`config.mk`:
```
export PLATFORM = sky130hd
export DESIGN_NAME = ula_arbitro
export DESIGN_NICKNAME = d
export VERILOG_FILES = /design/src/rtl/ula_arbitro_pkg.sv /design/src/rtl/ula_arbitro_nucleo.sv /design/src/rtl/ula_arbitro.sv
export SDC_FILE = /design/constraint.sdc
export NUM_CORES = 1
export LEC_CHECK = 0
export CAP_MARGIN = 20
export CELL_PAD_IN_SITES_DETAIL_PLACEMENT = 1
export CELL_PAD_IN_SITES_GLOBAL_PLACEMENT = 1
export CORE_ASPECT_RATIO = 1.1
export CORE_MARGIN = 2
export CORE_UTILIZATION = 47
export DETAILED_ROUTE_END_ITERATION = 10
export PLACE_DENSITY = 0.95
export SYNTH_ARGS = -nofsm -noshare
export SYNTH_HDL_FRONTEND = slang
export SYNTH_SLANG_ARGS = --single-unit
export TNS_END_PERCENT = 5
```
`constraint.sdc`:
```
create_clock -name clk -period 8.5 [get_ports clk]
set_input_delay 2.125 -clock clk [delete_from_list [all_inputs] [get_ports clk]]
set_output_delay 2.125 -clock clk [all_outputs]
set_load 0.02 [all_outputs]
```
`src/rtl/ula_arbitro_pkg.sv`:
```
// Shared definitions for the two-requester ALU arbiter: FSM states, opcodes,
// default width and the round-robin grant selection.
package ula_arbitro_pkg;

    localparam int W_PADRAO = 16;

    localparam logic OP_SOMA = 1'b0;
    localparam logic OP_MULT = 1'b1;

    typedef enum logic [1:0] {
        OCIOSO = 2'd0,
        EXEC   = 2'd1,
        RESP   = 2'd2
    } estado_t;

    // Picks the requester to serve; the pointer only breaks ties.
    function automatic logic escolhe_id(input logic v0, input logic v1, input logic ptr);
        logic id;
        if (v0 && v1) begin
            id = ptr;
        end else if (v1) begin
            id = 1'b1;
        end else begin
            id = 1'b0;
        end
        return id;
    endfunction

endpackage

```
`src/rtl/ula_arbitro_nucleo.sv`:
```
// Combinational unsigned add/multiply core; overflow is the carry-out for add
// and the OR of the discarded upper product half for multiply.
module ula_nucleo
    import ula_arbitro_pkg::*;
#(
    parameter int W = W_PADRAO
) (
    input  logic [W-1:0] e0,
    input  logic [W-1:0] e1,
    input  logic         h,
    output logic [W-1:0] s,
    output logic         ovf
);

    logic [W:0]     w_soma;
    logic [2*W-1:0] w_prod;

    // Both results are always formed; the opcode only selects between them.
    always_comb begin
        w_soma = {1'b0, e0} + {1'b0, e1};
        w_prod = {{W{1'b0}}, e0} * {{W{1'b0}}, e1};
        s      = '0;
        ovf    = 1'b0;
        case (h)
            OP_SOMA: begin
                s   = w_soma[W-1:0];
                ovf = w_soma[W];
            end
            OP_MULT: begin
                s   = w_prod[W-1:0];
                ovf = |w_prod[2*W-1:W];
            end
            default: begin
                s   = '0;
                ovf = 1'b0;
            end
        endcase
    end

endmodule

```
`src/rtl/ula_arbitro.sv`:
```
// Round-robin arbiter sharing one ALU core between two requesters, with a
// registered, tagged response channel.
module ula_arbitro
    import ula_arbitro_pkg::*;
#(
    parameter int W = W_PADRAO
) (
    input  logic         clk,
    input  logic         rst,
    input  logic         req0_valid,
    output logic         req0_ready,
    input  logic [W-1:0] req0_a,
    input  logic [W-1:0] req0_b,
    input  logic         req0_op,
    input  logic         req1_valid,
    output logic         req1_ready,
    input  logic [W-1:0] req1_a,
    input  logic [W-1:0] req1_b,
    input  logic         req1_op,
    output logic         rsp_valid,
    input  logic         rsp_ready,
    output logic         rsp_id,
    output logic [W-1:0] rsp_data,
    output logic         rsp_ovf,
    output logic         busy
);

    estado_t        r_estado;
    logic           r_ptr;
    logic [W-1:0]   r_a;
    logic [W-1:0]   r_b;
    logic           r_op;
    logic           r_id;
    logic           r_rsp_valid;
    logic           r_rsp_id;
    logic [W-1:0]   r_rsp_data;
    logic           r_rsp_ovf;
    logic           r_busy;

    logic           w_concede;
    logic           w_id;
    logic           w_pronto;
    logic [W-1:0]   w_sel_a;
    logic [W-1:0]   w_sel_b;
    logic           w_sel_op;
    logic [W-1:0]   w_s;
    logic           w_ovf;

    // Grant decision and operand selection for the requester being accepted.
    always_comb begin
        w_concede = req0_valid | req1_valid;
        w_id      = escolhe_id(req0_valid, req1_valid, r_ptr);
        if (w_id) begin
            w_sel_a  = req1_a;
            w_sel_b  = req1_b;
            w_sel_op = req1_op;
        end else begin
            w_sel_a  = req0_a;
            w_sel_b  = req0_b;
            w_sel_op = req0_op;
        end
    end

    // Ready is suppressed during reset so nothing is accepted on that edge.
    assign w_pronto   = !rst && (r_estado == OCIOSO) && w_concede;
    assign req0_ready = w_pronto && (w_id == 1'b0);
    assign req1_ready = w_pronto && (w_id == 1'b1);

    ula_nucleo #(
        .W (W)
    ) u_nucleo (
        .e0  (r_a),
        .e1  (r_b),
        .h   (r_op),
        .s   (w_s),
        .ovf (w_ovf)
    );

    // Sequencer: accept, execute, then hold the response until consumed.
    always_ff @(posedge clk) begin
        if (rst) begin
            r_estado    <= OCIOSO;
            r_ptr       <= 1'b0;
            r_a         <= '0;
            r_b         <= '0;
            r_op        <= OP_SOMA;
            r_id        <= 1'b0;
            r_rsp_valid <= 1'b0;
            r_rsp_id    <= 1'b0;
            r_rsp_data  <= '0;
            r_rsp_ovf   <= 1'b0;
            r_busy      <= 1'b0;
        end else begin
            case (r_estado)
                OCIOSO: begin
                    if (w_concede) begin
                        r_a      <= w_sel_a;
                        r_b      <= w_sel_b;
                        r_op     <= w_sel_op;
                        r_id     <= w_id;
                        r_busy   <= 1'b1;
                        r_estado <= EXEC;
                    end else begin
                        r_estado <= OCIOSO;
                    end
                end
                EXEC: begin
                    r_rsp_data  <= w_s;
                    r_rsp_ovf   <= w_ovf;
                    r_rsp_id    <= r_id;
                    r_rsp_valid <= 1'b1;
                    r_estado    <= RESP;
                end
                RESP: begin
                    if (rsp_ready) begin
                        r_rsp_valid <= 1'b0;
                        r_ptr       <= ~r_rsp_id;
                        r_busy      <= 1'b0;
                        r_estado    <= OCIOSO;
                    end else begin
                        r_estado    <= RESP;
                    end
                end
                default: begin
                    r_rsp_valid <= 1'b0;
                    r_busy      <= 1'b0;
                    r_estado    <= OCIOSO;
                end
            endcase
        end
    end

    assign rsp_valid = r_rsp_valid;
    assign rsp_id    = r_rsp_id;
    assign rsp_data  = r_rsp_data;
    assign rsp_ovf   = r_rsp_ovf;
    assign busy      = r_busy;

endmodule

```
==> results of run 1 <==
state kept, by name, summed over array words and instances, names as in the netlist:
signal	flops
rsp_ovf	1
rsp_data	16
rsp_valid	1
rsp_id	1
r_a	16
r_ptr	1
r_id	1
r_b	16
r_op	1
r_estado	2
busy	1
cell families (layout without fill, tap and decap cells):
| logic type | count (synthesis) | after routing | share of synthesized area |
|---|---|---|---|
| AOI/OAI and AO/OA | 190 | 190 | 0.109 |
| xor gates and xnor gates | 29 | 29 | 0.0215 |
| adders and majority gates | 315 | 315 | 0.457 |
| buffers and inverters | 293 | 344 | 0.0970 |
| DFF | 57 | 57 | 0.0965 |
| muxes | 38 | 38 | 0.0323 |
| and+or+nand+nor | 451 | 451 | 0.186 |
through the flow:
step	instance area [sq um]	setup slack [ps]	hold slack [ps]
after floorplan	11800	2610	432
after global placement	12900	1800	440
after detailed placement	12900	1630	453
after CTS	13300	1590	469
after global routing	13300	1290	499
final	13300	1390	466
worst max-delay path, delay by kind of cell, from the launching register on:
kind | cells | cell delay, ps
simple gates | 5 | 1190
fa+ha+maj | 8 | 3930
compound gates | 4 | 780
buf+inv | 2 | 170
flops | 1 | 880
power by group through the flow:
stage | Combinational, mW | Clock, mW | Sequential [mW]
3_3_place_gp | 1.66 | 0 | 0.407
3_5_place_dp | 1.80 | 0 | 0.414
6_report | 1.90 | 0.453 | 0.422
5_1_grt | 2.05 | 0.463 | 0.420
2_1_floorplan | 1.27 | 0 | 0.345
4_1_cts | 1.85 | 0.453 | 0.410
synthesized netlist by cell type, types with 2 or more instances:
cell type and number:
a21o_1 11, nand4_1 7, buf_2 5, nor4_1 2, nand3b_1 2, o21ai_0 33
a221oi_1 2, xor2_1 9, nand3_1 15, dfxtp_1 57, nor2_1 80, a211oi_1 45
o21a_1 9, and3_1 3, and2_1 122, a21o_2 2, clkbuf_1 52, a31oi_1 2
a211oi_2 3, mux2i_1 37, inv_1 227, a311oi_1 2, nor2b_1 6, a21oi_1 48
nand2_1 161, nand2b_1 10, nor3_1 25, or3_1 5, xnor2_1 20, a22oi_1 2
fa_1 195, buf_1 6, a41oi_1 2, ha_1 120, or2_2 3, o2111ai_1 2
o211ai_1 8, o31a_1 2
worst max path at each step:
stage / start / end / slack [ps] / cells after the start
after detailed placement: r_b[7] / rsp_ovf / 1630 / 18
final: r_a[8] / rsp_ovf / 1390 / 19
after CTS: r_a[8] / rsp_ovf / 1590 / 19
after floorplan: r_b[2] / rsp_ovf / 2610 / 22
after global routing: r_a[7] / rsp_ovf / 1290 / 18
after global placement: r_b[7] / rsp_ovf / 1800 / 18
area by class of cell:
| cell class | instances | area (sq um) | share of cell area |
|---|---|---|---|
| Multi-Input combinational cell | 1023 | 9550 | 0.719 |
| Sequential cell | 57 | 1140 | 0.0859 |
| Timing Repair Buffer | 101 | 996 | 0.0750 |
| Inverter | 227 | 852 | 0.0642 |
| Tap cell | 310 | 388 | 0.0292 |
| Clock buffer | 10 | 239 | 0.0180 |
| Clock inverter | 6 | 115 | 0.00867 |
routing by layer:
metal / vias up / wire, um / global-route usage / share of wire
met4: 2 / 4730 / 0.288 / 0.10
met2: 640 / 23600 / 0.658 / 0.50
met5: - / 13 / 0 / 0.00028
met3: 311 / 3180 / 0.0680 / 0.068
li1: 4477 / - / - / -
met1: 5414 / 15400 / 0.378 / 0.33
==> flow_summary.html, run 1 <==
<table>
<tr><th>Metric</th><th>Value</th></tr>
<tr><th colspan="2">Timing</th></tr>
<tr><td>Clock skew</td><td>around 9.0 ps</td></tr>
<tr><td>Number of max-slew violations in the final report</td><td>0</td></tr>
<tr><td>Final setup violation count</td><td>0</td></tr>
<tr><td>RSZ-0062 raised after global routing</td><td>false</td></tr>
<tr><td>Final Hold Vio Count</td><td>0</td></tr>
<tr><td>Worst relative slew slack</td><td>0.320</td></tr>
<tr><td>Final Cycle Share</td><td>0.836</td></tr>
<tr><td>Total negative slack for setup checks</td><td>0 ps</td></tr>
<tr><td>Slew of the pin with the lowest slew margin</td><td>1020 ps</td></tr>
<tr><td>Maximum clock frequency</td><td>141 MHz</td></tr>
<tr><td>Fin crit period</td><td>7110 ps</td></tr>
<tr><th colspan="2">Synthesis</th></tr>
<tr><td>Post-synthesis sequential area ratio</td><td>0.0965</td></tr>
<tr><td>Synthesized net count</td><td>1759</td></tr>
<tr><td>Synthesized flop and latch total</td><td>57</td></tr>
<tr><td>Number of warnings issued by yosys</td><td>0</td></tr>
<tr><td>Number of enable flip-flop cells after synthesis</td><td>0</td></tr>
<tr><td>Cell type contributing the most total cell area after synthesis</td><td>fa_1</td></tr>
<tr><td>Share of the synthesized area in the top cell type</td><td>0.330</td></tr>
<tr><td>Ranking of synthesized cells by area</td><td>fa_1 33%, ha_1 13%, dfxtp_1 9.7%</td></tr>
<tr><td>Total standard cell area after synthesis</td><td>0.0118 sq mm</td></tr>
<tr><td>Yosys cell types</td><td>69</td></tr>
<tr><td>Post-synthesis async set-or-reset flop share</td><td>0</td></tr>
<tr><td>Instance count of the mapped netlist</td><td>1373</td></tr>
<tr><td>Top flip-flop cell by instance count after synthesis</td><td>dfxtp_1</td></tr>
<tr><td>Mean post-synth cell area</td><td>about 8.6 sq um</td></tr>
<tr><th colspan="2">Pwr</th></tr>
<tr><td>Sequential share of power</td><td>0.152</td></tr>
<tr><td>NetSw</td><td>1.46 mW</td></tr>
<tr><td>Internal power summed over all cells</td><td>1.31 mW</td></tr>
<tr><td>Sw Share</td><td>0.527</td></tr>
<tr><td>Relative contribution of the clock network to total power</td><td>0.164</td></tr>
<tr><td>Overall power after layout</td><td>2.77 mW</td></tr>
<tr><td>Total power divided by cell area</td><td>209 mW/mm^2</td></tr>
<tr><td>Worst vdd rail ir drop</td><td>173 uV</td></tr>
<tr><td>Comb pwr share</td><td>0.684</td></tr>
<tr><td>P_leak</td><td>6.00 nW</td></tr>
<tr><th colspan="2">Run</th></tr>
<tr><td>Reported max-cap violation count</td><td>0</td></tr>
<tr><th colspan="2">Final layout</th></tr>
<tr><td>Commonest cells after routing, fill and taps aside</td><td>227 x inv_1, 195 x fa_1, 161 x nand2_1, 122 x and2_1, 120 x ha_1</td></tr>
<tr><td>Area overhead of the layout relative to synthesis</td><td>12.3%</td></tr>
<tr><td>Net total in the final layout</td><td>1805</td></tr>
<tr><td>Fraction of layout cells with a size suffix above 1</td><td>0.0337</td></tr>
<tr><td>Number of fillers in the final layout</td><td>2885</td></tr>
<tr><td>Antenna diode count</td><td>0</td></tr>
<tr><td>Leading cell type in the layout, fill and taps excluded</td><td>inv_1</td></tr>
<tr><td>Final core area utilization</td><td>0.539</td></tr>
<tr><td>Final non-filler cell total</td><td>1734</td></tr>
<tr><th colspan="2">Worst setup path</th></tr>
<tr><td>Worst r2r path cells</td><td>19</td></tr>
<tr><td>End of the worst register-to-register path</td><td>rsp_ovf</td></tr>
<tr><td>Max stage delay on crit path</td><td>around 880 ps</td></tr>
<tr><td>Launching element type of the critical path</td><td>flip-flop</td></tr>
<tr><td>R2R setup slack</td><td>between 1000 and 1500 ps</td></tr>
<tr><td>Largest fanout of any net on the critical path</td><td>17</td></tr>
<tr><td>Most frequent cell on the critical path</td><td>fa_1</td></tr>
<tr><td>Arrival time at the worst endpoint</td><td>7320 ps</td></tr>
<tr><td>CP required</td><td>just under 9000 ps</td></tr>
<tr><td>Cell-by-cell listing of the critical path</td><td>ha_1 -&gt; inv_1 -&gt; fa_1 -&gt; fa_1 -&gt; fa_1 -&gt; fa_1 -&gt; fa_1 -&gt; fa_1 -&gt; inv_1 -&gt; ha_1 -&gt; and3_4 -&gt; a221o_1 -&gt; a21oi_1 -&gt; and2_1 -&gt; a221oi_1 -&gt; nor4b_1 -&gt; nand4_1 -&gt; nor4_1 -&gt; a21oi_1</td></tr>
<tr><td>Classification of the worst setup path</td><td>flip-flop to flip-flop</td></tr>
<tr><td>Crit path capture type</td><td>flip-flop</td></tr>
<tr><td>Library cell contributing the largest single delay on the critical path</td><td>dfxtp_1</td></tr>
<tr><td>Worst reg2reg path startpoint</td><td>r_a[8]</td></tr>
<tr><th colspan="2">Clocking</th></tr>
<tr><td>TritonCTS clock tree</td><td>yes</td></tr>
<tr><td>Number of buffers created by CTS</td><td>9</td></tr>
<tr><td>Clock latency at the later pin of the worst-skew pair</td><td>350 ps</td></tr>
<tr><td>Number of resized instances in the post-cts repair step</td><td>0</td></tr>
<tr><td>CTS clk-pin slew, worst paths</td><td>60 ps</td></tr>
<tr><td>CTS H-Tree Depth</td><td>3</td></tr>
<tr><td>Number of buffers added for setup after CTS</td><td>0</td></tr>
<tr><td>Clock sink total</td><td>57</td></tr>
<tr><td>Number of buffers inserted by hold repair at cts</td><td>0</td></tr>
<tr><td>Root Buffer</td><td>clkbuf_16</td></tr>
<tr><td>Buffer levels on the longest clock path</td><td>2</td></tr>
<tr><th colspan="2">Route</th></tr>
<tr><td>Number of antenna-violating nets in the routed design</td><td>0</td></tr>
<tr><td>Drt drc</td><td>0</td></tr>
<tr><td>DRC marker count from the first detailed-route iteration</td><td>just under 1000</td></tr>
<tr><td>Detailed-route wire length per cell</td><td>roughly 27 um</td></tr>
<tr><td>Avg Vias per Cell</td><td>6.25</td></tr>
<tr><td>1st-pass router iterations</td><td>7</td></tr>
<tr><td>Total Routed Length</td><td>46.9 mm</td></tr>
<tr><td>Detailed-route via count</td><td>between 10000 and 15000</td></tr>
<tr><th colspan="2">Hold path</th></tr>
<tr><td>Worst hold path depth</td><td>2</td></tr>
<tr><td>Worst hold path startpoint</td><td>rsp_data[5]</td></tr>
<tr><td>Hold EP</td><td>rsp_data[5]</td></tr>
<tr><td>Worst hold-check path type</td><td>flip-flop to flip-flop</td></tr>
<tr><th colspan="2">Floorplan</th></tr>
<tr><td>Core box area</td><td>about 0.025 sq mm</td></tr>
<tr><td>Vert. Die Dim</td><td>170 um</td></tr>
<tr><td>Total number of placement rows</td><td>60</td></tr>
<tr><td>Horizontal die dimension</td><td>155 um</td></tr>
<tr><td>Die area</td><td>0.0264 sq mm</td></tr>
<tr><td>Top-level port count</td><td>93</td></tr>
<tr><td>Initial standard-cell utilization of the core</td><td>0.480</td></tr>
<tr><th colspan="2">Global route</th></tr>
<tr><td>Global-route wire length before repair</td><td>between 70 and 80 mm</td></tr>
<tr><td>Total congestion overflow</td><td>0</td></tr>
<tr><td>Vias in the first global route</td><td>12599</td></tr>
<tr><td>Largest net degree at the start of global routing</td><td>67</td></tr>
<tr><td>Combined global-route utilization of all metal layers</td><td>0.367</td></tr>
<tr><td>Initial antenna violation count</td><td>1</td></tr>
<tr><th colspan="2">Placement</th></tr>
<tr><td>Detailed Place HPWL</td><td>roughly 33 mm</td></tr>
<tr><td>PortBufs</td><td>between 90 and 100</td></tr>
<tr><td>Number of placed instances with taps included</td><td>1717</td></tr>
<tr><td>Gp weighted congestion</td><td>0.924</td></tr>
<tr><th colspan="2">Status</th></tr>
<tr><td>Outcome</td><td>finished clean</td></tr>
</table>
No activity file was read; power rests on OpenSTA's default activity.
==> inputs of run 2 (changes only) <==
==> constraint.sdc (replaced) <==
create_clock -name clk -period 6.6 [get_ports clk]
set_input_delay 1.65 -clock clk [delete_from_list [all_inputs] [get_ports clk]]
set_output_delay 1.65 -clock clk [all_outputs]
set_load 0.02 [all_outputs]
==> run 2 against run 1 <==
The flow now finishes with violations (setup timing). Die area unchanged. Fmax rose by 2.6%. Register-to-register slack lost 1700 ps. Utilization is 1.3 points higher. Wire length increased by 20%.
==> flow_summary.html, run 2 (synthesis gave the netlist of run 1 again) <==
<table>
<tr><th>Metric</th><th>Value</th></tr>
<tr><th colspan="2">Floorplan</th></tr>
<tr><td>Vert. Die Dim</td><td>170 um (unchanged)</td></tr>
<tr><td>Initial standard-cell utilization of the core</td><td>0.480 (unchanged)</td></tr>
<tr><td>Core box area</td><td>0.0246 sq mm (unchanged)</td></tr>
<tr><td>Top-level port count</td><td>93 (unchanged)</td></tr>
<tr><td>Horizontal die dimension</td><td>155 um (unchanged)</td></tr>
<tr><td>Total number of placement rows</td><td>60 (unchanged)</td></tr>
<tr><td>Die area</td><td>0.0264 sq mm (unchanged)</td></tr>
<tr><th colspan="2">Route</th></tr>
<tr><td>Detailed-route via count</td><td>11924 (was 10844)</td></tr>
<tr><td>Total Routed Length</td><td>56.3 mm (was 46.9 mm)</td></tr>
<tr><td>Drt drc</td><td>0 (unchanged)</td></tr>
<tr><td>Detailed-route wire length per cell</td><td>31.7 um (was 27.1 um)</td></tr>
<tr><td>1st-pass router iterations</td><td>7 (unchanged)</td></tr>
<tr><td>Avg Vias per Cell</td><td>6.72 (was 6.25)</td></tr>
<tr><td>DRC marker count from the first detailed-route iteration</td><td>1346 (was 976)</td></tr>
<tr><td>Number of antenna-violating nets in the routed design</td><td>0 (unchanged)</td></tr>
<tr><th colspan="2">Timing</th></tr>
<tr><td>Maximum clock frequency</td><td>144 MHz (was 141 MHz)</td></tr>
<tr><td>Worst relative slew slack</td><td>0.489 (was 0.320)</td></tr>
<tr><td>Fin crit period</td><td>6930 ps (was 7110 ps)</td></tr>
<tr><td>Hold slack</td><td>496 ps (was 466 ps)</td></tr>
<tr><td>Final setup violation count</td><td>1 (was 0)</td></tr>
<tr><td>Slew of the pin with the lowest slew margin</td><td>762 ps (was 1020 ps)</td></tr>
<tr><td>Final Cycle Share</td><td>1.05 (was 0.836)</td></tr>
<tr><td>Number of max-slew violations in the final report</td><td>0 (unchanged)</td></tr>
<tr><td>Final Hold Vio Count</td><td>0 (unchanged)</td></tr>
<tr><td>Total negative slack for setup checks</td><td>-328 ps (was 0 ps)</td></tr>
<tr><td>Clock skew</td><td>12.2 ps (was 9.03 ps)</td></tr>
<tr><td>Final worst-path setup slack</td><td>-328 ps (was 1390 ps)</td></tr>
<tr><th colspan="2">Final layout</th></tr>
<tr><td>Number of fillers in the final layout</td><td>2826 (was 2885)</td></tr>
<tr><td>Area overhead of the layout relative to synthesis</td><td>15.1% (was 12.3%)</td></tr>
<tr><td>Area taken by multi-input logic gates</td><td>0.00959 sq mm (was 0.00955 sq mm)</td></tr>
<tr><td>Fraction of layout cells with a size suffix above 1</td><td>0.0783 (was 0.0337)</td></tr>
<tr><td>Register area</td><td>0.00119 sq mm (was 0.00114 sq mm)</td></tr>
<tr><td>Commonest cells after routing, fill and taps aside</td><td>227 x inv_1, 192 x fa_1, 160 x nand2_1, 122 x and2_1, 115 x ha_1 (was 227 x inv_1, 195 x fa_1, 161 x nand2_1, 122 x and2_1, 120 x ha_1)</td></tr>
<tr><td>Final instance area</td><td>0.0136 sq mm (was 0.0133 sq mm)</td></tr>
<tr><td>Leading cell type in the layout, fill and taps excluded</td><td>inv_1 (unchanged)</td></tr>
<tr><td>Net total in the final layout</td><td>1837 (was 1805)</td></tr>
<tr><td>Final core area utilization</td><td>0.553 (was 0.539)</td></tr>
<tr><th colspan="2">Pwr</th></tr>
<tr><td>Internal power summed over all cells</td><td>1.74 mW (was 1.31 mW)</td></tr>
<tr><td>Comb pwr share</td><td>0.717 (was 0.684)</td></tr>
<tr><td>NetSw</td><td>2.06 mW (was 1.46 mW)</td></tr>
<tr><td>Sequential share of power</td><td>0.136 (was 0.152)</td></tr>
<tr><td>Total power divided by cell area</td><td>279 mW/mm^2 (was 209 mW/mm^2)</td></tr>
<tr><td>Relative contribution of the clock network to total power</td><td>0.147 (was 0.164)</td></tr>
<tr><td>P_leak</td><td>6.16 nW (was 6.00 nW)</td></tr>
<tr><td>Worst vdd rail ir drop</td><td>263 uV (was 173 uV)</td></tr>
<tr><td>Sw Share</td><td>0.543 (was 0.527)</td></tr>
<tr><th colspan="2">Worst setup path</th></tr>
<tr><td>CP required</td><td>6840 ps (was 8710 ps)</td></tr>
<tr><td>Classification of the worst setup path</td><td>flip-flop to flip-flop (unchanged)</td></tr>
<tr><td>Launching element type of the critical path</td><td>flip-flop (unchanged)</td></tr>
<tr><td>Largest fanout of any net on the critical path</td><td>7 (was 17)</td></tr>
<tr><td>Crit path capture type</td><td>flip-flop (unchanged)</td></tr>
<tr><td>Arrival time at the worst endpoint</td><td>7160 ps (was 7320 ps)</td></tr>
<tr><th colspan="2">Clocking</th></tr>
<tr><td>Clock latency at the later pin of the worst-skew pair</td><td>370 ps (was 350 ps)</td></tr>
<tr><td>Root Buffer</td><td>clkbuf_16 (unchanged)</td></tr>
<tr><td>CTS H-Tree Depth</td><td>3 (unchanged)</td></tr>
<tr><td>Buffer levels on the longest clock path</td><td>2 (unchanged)</td></tr>
<tr><td>TritonCTS clock tree</td><td>yes (unchanged)</td></tr>
<tr><td>Number of buffers inserted by hold repair at cts</td><td>0 (unchanged)</td></tr>
<tr><td>CTS clk-pin slew, worst paths</td><td>70 ps (was 60 ps)</td></tr>
<tr><td>Clock sink total</td><td>57 (unchanged)</td></tr>
<tr><td>Number of buffers created by CTS</td><td>9 (unchanged)</td></tr>
<tr><th colspan="2">Hold path</th></tr>
<tr><td>Worst hold-check path type</td><td>flip-flop to flip-flop (unchanged)</td></tr>
<tr><th colspan="2">Placement</th></tr>
<tr><td>Gp weighted congestion</td><td>0.924 (unchanged)</td></tr>
<tr><td>Dpl cell area</td><td>0.0131 sq mm (was 0.0129 sq mm)</td></tr>
<tr><td>Detailed Place HPWL</td><td>36.2 mm (was 32.8 mm)</td></tr>
<tr><td>Worst-case setup slack after placement</td><td>29.9 ps (was 1630 ps)</td></tr>
<tr><td>PortBufs</td><td>92 (unchanged)</td></tr>
<tr><th colspan="2">Run</th></tr>
<tr><td>Reported max-cap violation count</td><td>0 (unchanged)</td></tr>
<tr><th colspan="2">Global route</th></tr>
<tr><td>Global-route wire length before repair</td><td>82.4 mm (was 72.4 mm)</td></tr>
<tr><td>Initial antenna violation count</td><td>9 (was 1)</td></tr>
<tr><td>Largest net degree at the start of global routing</td><td>67 (unchanged)</td></tr>
<tr><td>Combined global-route utilization of all metal layers</td><td>0.428 (was 0.367)</td></tr>
<tr><td>Vias in the first global route</td><td>13440 (was 12599)</td></tr>
<tr><td>Total congestion overflow</td><td>0 (unchanged)</td></tr>
<tr><th colspan="2">Status</th></tr>
<tr><td>Outcome</td><td>complete, but fails checks (was finished clean)</td></tr>
<tr><td>Violations in the final reports</td><td>setup timing</td></tr>
</table>
==> run 2: worst paths after layout <==
| kind | slack (ps) | depth (start not counted) | end | from |
|---|---|---|---|---|
| worst min register to register | 500 | 2 | busy | busy |
| worst max register to register | -330 | 21 | rsp_ovf | r_b[3] |
| worst max-delay path | -330 | 21 | rsp_ovf | r_b[3] |
| worst min-delay path | 500 | 2 | busy | busy |
==> run 2: metal layers <==
metal / up-vias / GRT usage / wire [um]
li1: 4558 / - / -
met5: - / 0.00762 / 32
met4: 2 / 0.452 / 7790
met2: 1064 / 0.702 / 25700
met1: 5753 / 0.412 / 16900
met3: 547 / 0.131 / 5790
==> run 2: cell type report <==
class,count,area share
Inverter,227,0.0626
Timing Repair Buffer,133,0.0917
Multi-Input combinational cell,1023,0.705
Clock inverter,5,0.00579
Tap cell,310,0.0285
Sequential cell,57,0.0875
Clock buffer,11,0.0178
Antenna cell,8,0.00147
==> run 2: critical path: stages, from the launching register on <==
cell	delay, ps
dfxtp_2	430
buf_4	190
nand2_1	110
fa_1	670
fa_1	860
inv_1	120
fa_1	510
inv_1	60
fa_1	560
fa_1	450
fa_1	500
inv_1	40
ha_1	380
a21o_1	240
a221o_1	360
a21oi_2	220
and2_1	150
a221oi_1	80
nor4b_1	340
nand4_1	150
nor4_1	230
a21oi_1	110
==> run 2: stage by stage <==
step,std cells,power (mW)
2_1_floorplan,1373,2.08
3_3_place_gp,1749,2.67
3_5_place_dp,1749,2.95
4_1_cts,1765,3.59
5_1_grt,1767,3.99
6_report,1774,3.80
==> run 2: what timing repair did <==
| action | 4_1_cts | 5_1_grt |
|---|---|---|
| endpoints found under the setup margin | 1 | 2 |
| pin swaps | 0 | 1 |
| buffers inserted | 0 | 0 |
| resized for setup | 11 | 37 |
==> run 2: power by group through the flow <==
stage               clock network [mW]  registers, mW  logic, mW
finish                           0.557          0.517       2.73
global route                     0.559          0.511       2.92
CTS                              0.537          0.496       2.56
detailed placement                   0          0.497       2.45
global placement                     0          0.486       2.18
floorplan                            0          0.445       1.64
